==> config.mk <==
export PLATFORM = sky130hd
export DESIGN_NAME = pipe_stage_reg
export DESIGN_NICKNAME = d
export VERILOG_FILES = /design/src/rtl/pipe_stage_reg.sv
export SDC_FILE = /design/constraint.sdc
export NUM_CORES = 1
export LEC_CHECK = 0
export BUFFER_PORTS_ARGS = -buffer_cell sky130_fd_sc_hd__buf_2
export CAP_MARGIN = 5
export CORE_MARGIN = 2
export CORE_UTILIZATION = 54
export CTS_BUF_LIST = sky130_fd_sc_hd__clkbuf_8
export DETAILED_ROUTE_END_ITERATION = 7
export MAX_ROUTING_LAYER = met4
export PLACE_DENSITY = 0.8
export SLEW_MARGIN = 20
export SYNTH_ARGS = -nofsm -noshare
export SYNTH_HDL_FRONTEND = slang
export SYNTH_SLANG_ARGS = --single-unit
==> constraint.sdc <==
create_clock -name clk -period 1.8 [get_ports clk]
set_clock_uncertainty 0.15 [all_clocks]
set_input_delay 0.18 -clock clk [delete_from_list [all_inputs] [get_ports clk]]
set_output_delay 0.18 -clock clk [all_outputs]
set_load 0.02 [all_outputs]
==> src/rtl/pipe_stage_reg.sv <==
// pipe_stage_reg: valid/ready pipeline stage with a two-entry skid buffer and synchronous flush.
// Define PIPE_STAGE_STALL_CNT_EN to build the saturating stall counter behind stall_cnt.
module pipe_stage_reg #(
   parameter int               WIDTH     = 32,
   parameter logic [WIDTH-1:0] RESET_VAL = '0,
   parameter int               CNT_W     = 16
) (
   input  logic             clk,
   input  logic             rst,
   input  logic             in_valid,
   output logic             in_ready,
   input  logic [WIDTH-1:0] in_data,
   output logic             out_valid,
   input  logic             out_ready,
   output logic [WIDTH-1:0] out_data,
   input  logic             flush,
   output logic [CNT_W-1:0] stall_cnt
);
   logic             skid_valid;
   logic [WIDTH-1:0] skid_data;
   logic             acc;
   logic             drain;
   assign in_ready = !skid_valid;
   assign acc      = in_valid & in_ready;
   assign drain    = out_valid & out_ready;
   always_ff @(posedge clk) begin
      if (!rst) begin
         out_valid  <= 1'b0;
         skid_valid <= 1'b0;
         out_data   <= RESET_VAL;
         skid_data  <= RESET_VAL;
      end else if (flush) begin
         out_valid  <= 1'b0;
         skid_valid <= 1'b0;
      end else if (skid_valid) begin
         if (drain) begin
            out_data   <= skid_data;
            skid_valid <= 1'b0;
         end
      end else if (acc && (!out_valid || out_ready)) begin
         out_data  <= in_data;
         out_valid <= 1'b1;
      end else if (acc) begin
         skid_data  <= in_data;
         skid_valid <= 1'b1;
      end else if (drain) begin
         out_valid <= 1'b0;
      end
   end
`ifdef PIPE_STAGE_STALL_CNT_EN
   // saturates rather than wraps so long stalls stay visible
   always_ff @(posedge clk) begin
      if (!rst)
         stall_cnt <= '0;
      else if (out_valid && !out_ready && stall_cnt != {CNT_W{1'b1}})
         stall_cnt <= stall_cnt + 1'b1;
   end
`else
   assign stall_cnt = '0;
`endif
endmodule
* Word level (Yosys, flattened, before mapping)
Index checks and enable logic that the tools add are counted.
Storage, ports and cells: register bits after elaboration 66, bits of input ports 37, output and inout bits 50, logic and storage cells 32
Operators by class: equal/unequal tests 2, multiplexer cells 10, bitwise logic cells 6, reduce and logical (&&, ||, !) cells 10
Operator list (number):
- two-way mux 32 bit | 3
- two-way mux 1 bit | 7
- AND reduction 3 bit | 2
- inequality test 2 x 1 -> 1 bit, second input constant | 2
- NOT 1 bit | 4
- AND reduction 4 bit | 1
- nonzero test 2 bit | 2
- AND 1 bit | 2
- zero test 1 bit | 2
- OR reduction 2 bit | 1
- logical AND 1 bit | 1
- logical OR 1 bit | 1

* Longest topological paths before layout
Gate-level depths: netlist of the first run.
depth in word-level cells 5, gate-level depth with buffers 6, mapped depth without buffers 3

* Worst setup path after synthesis of the first run
No wires, ideal clock.
kind register to register, from reg out_valid, to reg skid_data[10], arrival time 1.330 ns, required time 1.578 ns, slack 0.249 ns, cell stages (with the launch flop) 5, path buffers 1, period minus slack after synthesis 1.551 ns, cell sequence dfxtp_1 nand2_1 nor4_4 buf_4 mux2i_1
Between the ends: cells in the longest elaborated chain, start to end 5
RTL lines:
- start, declared | RTL line 13 | output logic out_valid,
- start signal, assigned | RTL line 28 | out_valid <= 1'b0;
- start signal, assigned | RTL line 33 | out_valid <= 1'b0;
- start signal, assigned | RTL line 42 | out_valid <= 1'b1;
- zero test 1 bit | RTL line 40 | end else if (acc && (!out_valid || out_ready)) begin
- logical OR 1 bit | RTL line 40
- logical AND 1 bit | RTL line 40
- NOT 1 bit (no source line)
- AND reduction 4 bit (no source line)
- end signal, assigned | RTL line 44 | skid_data <= in_data;
- end, declared | RTL line 20 | logic [WIDTH-1:0] skid_data;
Every way passes these cells. A chain may end at the register's enable or synchronous reset.

* Worst setup path in the final report of the first run
from in out_ready, to reg out_data[9]
Between the ends: cells in the longest elaborated chain, start to end 4, elaborated cells on any way between the ends 6, those cells by class 1 x eq/ne; 1 x bitwise; 4 x reduce/logical
RTL lines:
- start, declared | RTL line 14 | input logic out_ready,
- logical OR 1 bit | RTL line 40
- logical AND 1 bit | RTL line 40
- nonzero test 2 bit (no source line)
- AND reduction 3 bit (no source line) *
- end signal, assigned | RTL line 37 | out_data <= skid_data;
- end signal, assigned | RTL line 41 | out_data <= in_data;
- end, declared | RTL line 15 | output logic [WIDTH-1:0] out_data,
Every way passes the cells marked *; elsewhere a longest branch is shown, timed or not.

==> results by group, run 1 <==
Place
  • GP Congestion: 0.7406
  • HPWL after detailed placement: 4328 µm
  • Post-DP Area: 3518 µm²
  • I/O Buffers: 70

Yosys
  • Post-Synthesis Cells: between 300 and 400
  • Yosys top cell area share: 41.84%
  • Cell taking the most area after synthesis: dfxtp_1
  • Syn Std Cell Area: 3158 µm²
  • Mux cell area share after synthesis: 31.70%
  • Register area share after synthesis: about two fifths
  • Adder and majority gate portion of the synthesized area: 0%
  • Simple-gate share of the synthesized area: 16.76%
  • Mean Syn Cell Area: 9.207 µm²
  • Synth Area in Compound Gates: 0.9113%
  • Main area contributors after synthesis: dfxtp_1, mux2i_1, nand2_1, mux2_2, buf_4
  • Synth unique cells: 17
  • Largest family of logic cells by synthesized area: multiplexers
  • Ys Warns: 0
  • #FFs+latches synth: 66
  • Synth Area in XOR/XNOR: 0%

Critical path
  • Worst Setup EP: out_data[9]
  • R2R Setup Slk: 0.16 ns
  • WP data arrival: 1.90 ns
  • CP Class: in -> reg
  • CP Max Fanout: 19
  • Data required, critical path: 1.91 ns
  • Critical path origin: out_ready
  • Worst setup SP type: primary input
  • R2R cell count: 4
  • Endpoint class of the critical path: flip-flop
  • R2r startpoint: skid_valid
  • FF-to-FF End: skid_data[9]

Timing
  • Total negative slack: 0 ns
  • RSZ-0062 raised after global routing: false
  • Final min period: 1.785 ns
  • Final Hold Viols: 0
  • Final setup fails: 0
  • Fmax: 560.1 MHz
  • Period utilization: 99.18%
  • Final Max Tran Viols: 0

Clock tree
  • Clock buffer depth: 2
  • Sink Count: 66
  • Post-CTS Resized: 0
  • Clock latency at the later pin of the worst-skew pair: 0.35 ns
  • CTS tree: built
  • Root Driver: clkbuf_8
  • Clock-pin slew on the worst setup and hold paths: 0.07 ns
  • Hold bufs inserted after CTS: 34
  • Post-CTS Setup Inserts: 0
  • Total CTS buffers: 9
  • H-tree levels: 3

Die
  • Die X: 80.48 µm
  • Core Region: 5574 µm²
  • Core Rows: 27
  • Boundary Pins: 87
  • Die area: approximately 6500 µm²
  • Initial core utilization: 56.66%
  • Die H: around 80 µm

Routing
  • WL final: 6690 µm
  • Post-route DRC violation count: 0
  • WL per Instance: 12.92 µm
  • Total number of vias: 2,522
  • Drt pass-1 iters: 4
  • Drt initial violations: 86
  • Via density: about 5
  • Antenna-violating nets left: 0

Pwr
  • Logic pwr share: around 14%
  • Switching part of the total: around 25%
  • Leak Pwr: between 1.5 and 2 nW
  • Cell Pwr Density: 806.1 nW/µm²
  • VDD IR max: 0.0004503 V
  • Sequential power share: 46.7%
  • Switching Power: ~0.8 mW
  • Internal power: 2.455 mW
  • Clock Power Share: 39.3%

Min path
  • Worst hold path class: in -> reg
  • Hold path start: flush

Finish
  • Fin nets: 479
  • Area grow syn2layout: 28.65%
  • N_diodes: 0
  • Fillers: 390
  • Design area: 4063 µm²
  • Share of post-route cells with drive strength above 1: 29.15%

Global routing
  • First-pass GRT wire length: 11,160 µm
  • Initial antenna violation count: 0
  • Grt ovf: 0
  • Vias in the first global route: roughly 2.4k
  • Pin count of the biggest net entering global routing: 50
  • Tot GR Track Use: 23.26%

Run status
  • Status: finished, final reports clean

Job
  • Max-cap violations: 0
## cell type report
class	instances	area, µm²	share of cell area, %
Multi-Input combinational cell	249	1620	39.88
Timing Repair Buffer	114	818.3	20.14
Clock inverter	3	38.79	0.9547
Clock buffer	12	165.2	4.065
Tap cell	72	90.09	2.217
Inverter	2	7.507	0.1848
Sequential cell	66	1323	32.55
## cells by family after synthesis
logic type	Yosys count
other cells	1
compound gates	4
buf+inv	43
mux	96
simple gates	133
flops	66
## cell usage in the layout, fill, tap and decap left out
master	synthesis	routed
a21oi_1	1	1
a221o_2	0	1
a221oi_1	1	1
buf_12	0	4
buf_2	3	69
buf_4	19	7
bufinv_16	0	1
clkbuf_8	0	12
clkinv_2	0	1
conb_1	1	16
dfxtp_1	66	65
dfxtp_2	0	1
dlygate4sd3_1	0	34
inv_1	2	3
mux2_2	32	32
mux2i_1	64	64
nand2_1	130	130
nand2b_1	1	1
nand2b_4	1	1
nor4_4	1	1
o21ai_0	1	1
## per-layer routing
layer  vias up  GRT usage, %  wire length [µm]
met1      1161         26.74              2899
met3        12         5.281               373
met2        66         38.83              3299
li1       1283             -                 -
met5         -             -                 0
met4         0         10.34               118
## synthesized netlist by cell type
master,n
inv_1,2
dfxtp_1,66
mux2_2,32
nor4_4,1
nand2_1,130
a221o_1,1
buf_2,3
o21ai_0,1
mux2i_1,64
clkbuf_1,14
buf_6,5
a21oi_1,1
nand2b_4,1
a221oi_1,1
buf_4,19
conb_1,1
nand2b_1,1
## metrics by stage
| step | hold slack [ns] | util, % | worst slack, ns | cells | power, mW |
|---|---|---|---|---|---|
| after floorplan | 0.1405 | - | 0.2485 | 358 | 1.861 |
| after global placement | 0.2862 | 63.12 | 0.2388 | 469 | 1.951 |
| after detailed placement | 0.2939 | 63.12 | 0.1817 | 469 | 1.960 |
| after CTS | 0.01288 | 72.88 | 0.06643 | 518 | 3.290 |
| after global routing | 0.05192 | 72.88 | 0.003851 | 518 | 3.392 |
| final | 0.02035 | 72.88 | 0.01470 | 518 | 3.275 |
## state kept, by name (all words and copies together) (netlist names)
name,flops
out_valid,1
out_data,32
skid_data,32
skid_valid,1
## worst min path at each step
stage	slack (ns)	endpoint	cells past startpoint
2_1_floorplan	0.14	skid_valid	1
3_3_place_gp	0.29	skid_data[28]	3
3_5_place_dp	0.29	skid_data[9]	3
4_1_cts	0.01	out_valid	3
5_1_grt	0.05	out_valid	3
6_report	0.02	out_valid	3
## power groups by stage
stage	clock [mW]	sequential (mW)	combinational, mW
after floorplan	0	1.61	0.253
after global placement	0	1.56	0.390
after detailed placement	0	1.56	0.399
after CTS	1.30	1.53	0.457
after global routing	1.36	1.53	0.501
final	1.29	1.53	0.458
## critical path: stages
cell	delay (ns)
dlygate4sd3_1	0.56
buf_2	0.16
inv_1	0.06
a221o_2	0.50
buf_12	0.21
mux2i_1	0.21
Power figures use the tool's default switching activity.
==> inputs of run 2 (changes only) <==
--- a/config.mk
+++ b/config.mk
@@ -7,12 +7,15 @@
 export LEC_CHECK = 0
 export BUFFER_PORTS_ARGS = -buffer_cell sky130_fd_sc_hd__buf_2
 export CAP_MARGIN = 5
+export CELL_PAD_IN_SITES_DETAIL_PLACEMENT = 1
+export CELL_PAD_IN_SITES_GLOBAL_PLACEMENT = 1
 export CORE_MARGIN = 2
-export CORE_UTILIZATION = 54
-export CTS_BUF_LIST = sky130_fd_sc_hd__clkbuf_8
+export CORE_UTILIZATION = 39
+export CTS_BUF_LIST = sky130_fd_sc_hd__clkbuf_16
+export CTS_CLUSTER_DIAMETER = 200
 export DETAILED_ROUTE_END_ITERATION = 7
 export MAX_ROUTING_LAYER = met4
-export PLACE_DENSITY = 0.8
+export PLACE_DENSITY = 0.78
 export SLEW_MARGIN = 20
 export SYNTH_ARGS = -nofsm -noshare
 export SYNTH_HDL_FRONTEND = slang
==> run 2 against run 1 <==
Core utilization decreased by 20 points. Fmax increased by 3.5%. Total power increased by 5.3%. Critical path type unchanged.
==> results by group, run 2 (synthesis gave the netlist of run 1 again) <==
Die
  • Core Region: 7767 µm²
  • Die H: 93.99 µm
  • Core Rows: 32
  • Die X: between 90 and 100 µm
  • Initial core utilization: between 40% and 50%
  • Die area: approximately 8800 µm²
  • Boundary Pins: 87

Timing
  • Fmax: 579.9 MHz
  • Final Hold Viols: 0
  • Final min period: 1.724 ns
  • Final Max Tran Viols: 0
  • Total negative slack: 0 ns
  • Period utilization: a little over nine tenths
  • Final setup fails: 0
  • RSZ-0062 raised after global routing: false

Finish
  • Share of post-route cells with drive strength above 1: approximately 28%
  • Multi-input gate area: 1620 µm²
  • Sequential Area: 1323 µm²
  • Fillers: 919
  • Fin nets: 473
  • Commonest non-fill, non-tap cells in the layout: nand2_1, buf_2, dfxtp_1
  • Top flop regs: out_data (32), skid_data (32)
  • Area grow syn2layout: 28.96%
  • Final core utilization: 52.43%
  • Most common cell after layout, fill and taps aside: nand2_1
  • N_diodes: 0

Pwr
  • Switching Power: 0.8485 mW
  • Sequential power share: 44.5%
  • VDD IR max: 0.0005412 V
  • Internal power: 2.600 mW
  • Leak Pwr: 1.862 nW
  • Switching part of the total: between 20% and 30%
  • Logic pwr share: 13.2%
  • Clock Power Share: 42.3%
  • Cell Pwr Density: 846.7 nW/µm²

Clock tree
  • CTS tree: built
  • Root Driver: clkbuf_16
  • Total CTS buffers: 9
  • Sink Count: 66
  • Clock-pin slew on the worst setup and hold paths: 0.05 ns
  • Clock buffer depth: 2
  • Post-CTS Resized: 0
  • H-tree levels: 3
  • Clock latency at the later pin of the worst-skew pair: 0.32 ns

Global routing
  • Grt ovf: 0
  • First-pass GRT wire length: 12,810 µm
  • Vias in the first global route: 2,760
  • Tot GR Track Use: about a fifth
  • Initial antenna violation count: 0
  • Pin count of the biggest net entering global routing: a little under 70

Critical path
  • Critical Path Slowest Stage Cell: dlygate4sd3_1
  • Worst setup SP type: primary input
  • Slowest stage delay, CP: roughly 0.52 ns
  • CP bufs+invs: 4
  • Data required, critical path: between 1.5 and 2 ns
  • WP data arrival: 1.81 ns
  • Critical-path cell list: dlygate4sd3_1 -> buf_2 -> inv_1 -> a221o_2 -> buf_4 -> mux2i_1
  • CP Class: in -> reg
  • CP top delay family: buffers and inverters
  • CP Max Fanout: 19
  • Endpoint class of the critical path: flip-flop

Routing
  • Drt pass-1 iters: 4
  • Antenna-violating nets left: 0
  • Drt initial violations: 69
  • WL per Instance: ~14 µm
  • Post-route DRC violation count: 0
  • Total number of vias: 2,568
  • WL final: 7809 µm
  • Via density: 4.756

Job
  • Max-cap violations: 0

Min path
  • Worst hold path class: in -> reg

Place
  • HPWL after detailed placement: 4941 µm
  • I/O Buffers: 70
  • GP Congestion: 0.6966

Run status
  • Status: finished, final reports clean
==> run 2: cell types whose count changed in the layout (fill, tap and decap cells not counted) <==
| cell | change |
|---|---|
| buf_12 | -1 |
| buf_4 | -2 |
| bufinv_16 | -1 |
| clkbuf_16 | +9 |
| clkbuf_8 | -12 |
| dlygate4sd3_1 | -3 |
| inv_1 | +2 |
==> run 2: metal layers <==
layer | up-vias | GRT usage, % | part of all wire (%)
li1 | 1275 | - | -
met1 | 1229 | 20.89 | 41
met2 | 49 | 34.23 | 54
met3 | 15 | 2.648 | 2.9
met4 | 0 | 8.213 | 2.2
met5 | - | - | 0
==> run 2: power by group through the flow <==
| stage | Combinational [mW] | Clock [mW] | Sequential (mW) |
|---|---|---|---|
| 6_report | 0.456 | 1.46 | 1.53 |
| 5_1_grt | 0.500 | 1.55 | 1.54 |
| 4_1_cts | 0.457 | 1.50 | 1.53 |
| 3_5_place_dp | 0.403 | 0 | 1.56 |
| 3_3_place_gp | 0.390 | 0 | 1.56 |
| 2_1_floorplan | 0.253 | 0 | 1.61 |
==> run 2: cell type report <==
type                    count  share of cell area (%)
clock buffers               9                   5.530
inverters                   2                  0.1843
clock inverters             4                  0.3994
well taps                 102                   3.134
multi-input cells         249                   39.78
flip-flops and latches     66                   32.47
repair buffers            108                   18.49
==> run 2: metrics by stage <==
step                      hold slack [ns]  power [mW]  instances  setup slack, ns  cell area (µm²)
after floorplan                    0.1405       1.861        358           0.2485             3214
after global placement             0.2887       1.951        496           0.3176             3521
after detailed placement           0.3017       1.967        496           0.2342             3521
after CTS                        0.002963       3.494        540          0.09940             4073
after global routing              0.02079       3.583        540         0.003966             4073
final                            0.009024       3.448        540          0.07554             4073
==> run 2: timing repair <==
item                                   4_1_cts  5_1_grt
buffers inserted                             0        0
endpoints found under the hold margin       31        0
hold buffers                                31        0
==> run 2: tightest hold or removal path, stage by stage <==
cell and delay [ns]:
buf_2 0.10, nand2_1 0.06, mux2i_1 0.07
==> run 2: final timing paths <==
kind / end / slack [ns] / cells past startpoint / from
max: out_data[30] / 0.08 / 6 / out_ready
min: skid_data[22] / 0.009 / 3 / in_data[22]
max reg2reg: out_data[30] / 0.21 / 4 / out_valid
min reg2reg: skid_data[15] / 0.31 / 2 / skid_data[15]
==> inputs of run 3 (changes only) <==
==> constraint.sdc (replaced) <==
create_clock -name clk -period 1.8 [get_ports clk]
set_clock_uncertainty 0.15 [all_clocks]
set_input_delay 0.27 -clock clk [delete_from_list [all_inputs] [get_ports clk]]
set_output_delay 0.27 -clock clk [all_outputs]
set_load 0.1 [all_outputs]
==> run 3 against run 2 <==
Highest routed layer unchanged. Fmax up 2.7%. Setup slack better by 0.045 ns. Sequential power about the same. Core utilization down 2.9 points. Clock-buffer cell count up 1. Clock power up 21%. Cell area down 5.4%. Routed wire length down 6.2%. Flip-flop and latch count unchanged. Hold slack better by 0.043 ns.
==> results by group, run 3 (synthesis gave the netlist of run 1 again) <==
Pwr
  • Cell Pwr Density: ~1100 nW/µm²
  • VDD IR max: 0.0005712 V
  • Leak Pwr: 1.772 nW

Die
  • Boundary Pins: 87
  • Core Rows: 32
  • Die X: 93.99 µm
  • Die area: between 8000 and 9000 µm²
  • Core Region: 7767 µm²
  • Initial core utilization: 40.66%
  • Die H: about 94 µm

Timing
  • Final min period: around 1.7 ns
  • Final Hold Viols: 0
  • Final setup fails: 0
  • Total negative slack: 0 ns
  • Final Max Tran Viols: 0
  • Period utilization: between 90% and 100%
  • RSZ-0062 raised after global routing: false
  • Fmax: 595.4 MHz

Run status
  • Status: finished, final reports clean

Routing
  • Total number of vias: 2,433
  • Via density: 4.733
  • WL per Instance: 14.25 µm
  • Antenna-violating nets left: 0
  • Drt initial violations: just over 60
  • Post-route DRC violation count: 0
  • Drt pass-1 iters: 4
  • WL final: 7325 µm

Critical path
  • Endpoint class of the critical path: primary output
  • CP Class: reg -> out
  • Slowest stage delay, CP: 0.41 ns
  • CP top delay family: buffers and inverters
  • Data required, critical path: 1.38 ns
  • CP bufs+invs: 3
  • Critical-path cell list: buf_6 -> inv_1 -> buf_12
  • WP data arrival: 1.26 ns
  • Critical Path Slowest Stage Cell: dfxtp_2
  • Worst setup SP type: flip-flop
  • CP Max Fanout: 17

Finish
  • Share of post-route cells with drive strength above 1: 31.55%
  • Most common cell after layout, fill and taps aside: nand2_1
  • Multi-input gate area: 1620 µm²
  • Commonest non-fill, non-tap cells in the layout: nand2_1, buf_2, mux2i_1, dfxtp_1, mux2_2
  • Fin nets: ~440
  • N_diodes: 0
  • Sequential Area: 1326 µm²
  • Area grow syn2layout: 21.95%
  • Fillers: 924
  • Final core utilization: 49.58%
  • Design area: 3851 µm²
  • Top flop regs: out_data (32), skid_data (32)

Global routing
  • First-pass GRT wire length: between 10,000 and 15,000 µm
  • Grt ovf: 0
  • Tot GR Track Use: 17.48%
  • Initial antenna violation count: 0
  • Pin count of the biggest net entering global routing: 53
  • Vias in the first global route: around 2.5k

Clock tree
  • Total CTS buffers: 9
  • Root Driver: clkbuf_16
  • Clock buffer depth: 2
  • Sink Count: 66
  • CTS tree: built
  • Clock-pin slew on the worst setup and hold paths: 0.06 ns
  • H-tree levels: 3
  • Clock latency at the later pin of the worst-skew pair: around 0.32 ns
  • Hold bufs inserted after CTS: 0

Job
  • Max-cap violations: 0

Place
  • GP Congestion: ~0.7
  • HPWL after detailed placement: about 5100 µm
  • Post-DP Area: around 3500 µm²
  • I/O Buffers: 70

Min path
  • Worst hold path class: in -> reg
## run 3: cell types whose count changed in the layout (fill, tap and decap cells not counted), sizes merged, moves of 2 or more
cell,previous run,this run
dlygate4sd3,31,0
clkinv,1,3
buf,77,79
inv,5,3
## run 3: stage by stage
stage | instances | power, mW | setup slack [ns] | hold WS, ns
2_1_floorplan | 358 | 2.212 | 0.1297 | 0.2305
3_3_place_gp | 498 | 2.304 | 0.2961 | 0.2882
3_5_place_dp | 498 | 2.318 | 0.2588 | 0.2975
4_1_cts | 514 | 4.089 | 0.02307 | 0.04874
5_1_grt | 514 | 4.203 | 0.05773 | 0.05251
6_report | 514 | 4.047 | 0.1204 | 0.05215
## run 3: worst paths after layout
path              cells past startpoint         start  slack [ns]             to
setup reg to reg                      4    skid_valid        0.25   out_data[20]
hold reg to reg                       2  skid_data[1]        0.30   skid_data[1]
hold / removal                        3   in_data[16]        0.05  skid_data[16]
setup / recovery                      3    skid_valid        0.12       in_ready
## run 3: where the power goes
group / switching (mW) / internal, mW
combinational: 0.594 / 0.159
clock: 0.620 / 1.14
sequential: 0.0255 / 1.51
total: 1.24 / 2.81
## run 3: tightest hold or removal path: cells and delay by family
| family | cells | cell delay [ns] |
|---|---|---|
| buffers and inverters | 1 | 0.10 |
| multiplexers | 1 | 0.05 |
| AND/OR/NAND/NOR | 1 | 0.05 |
## run 3: cell type report
cell class                 instances  share of cell area, %
timing repair buffer              79                  12.05
tap                              102                  3.314
multi-input combinational        249                  42.07
sequential                        66                  34.44
clock buffer                      10                  6.498
clock inverter                     6                  1.430
inverter                           2                 0.1949
## run 3: per-layer routing
| metal | part of all wire (%) | vias up | wire length [µm] | track usage, % |
|---|---|---|---|---|
| met2 | 50 | 52 | 3679 | 29.82 |
| met3 | 3.6 | 7 | 264 | 3.050 |
| li1 | - | 1214 | - | - |
| met5 | 0 | - | 0 | - |
| met4 | 1.2 | 0 | 91 | 6.039 |
| met1 | 45 | 1160 | 3290 | 20.84 |
## run 3: what timing repair did
item,CTS,global route
hold endpoints to repair,0,0
resized for setup,0,1
buffers inserted,0,0
setup endpoints to repair,0,1
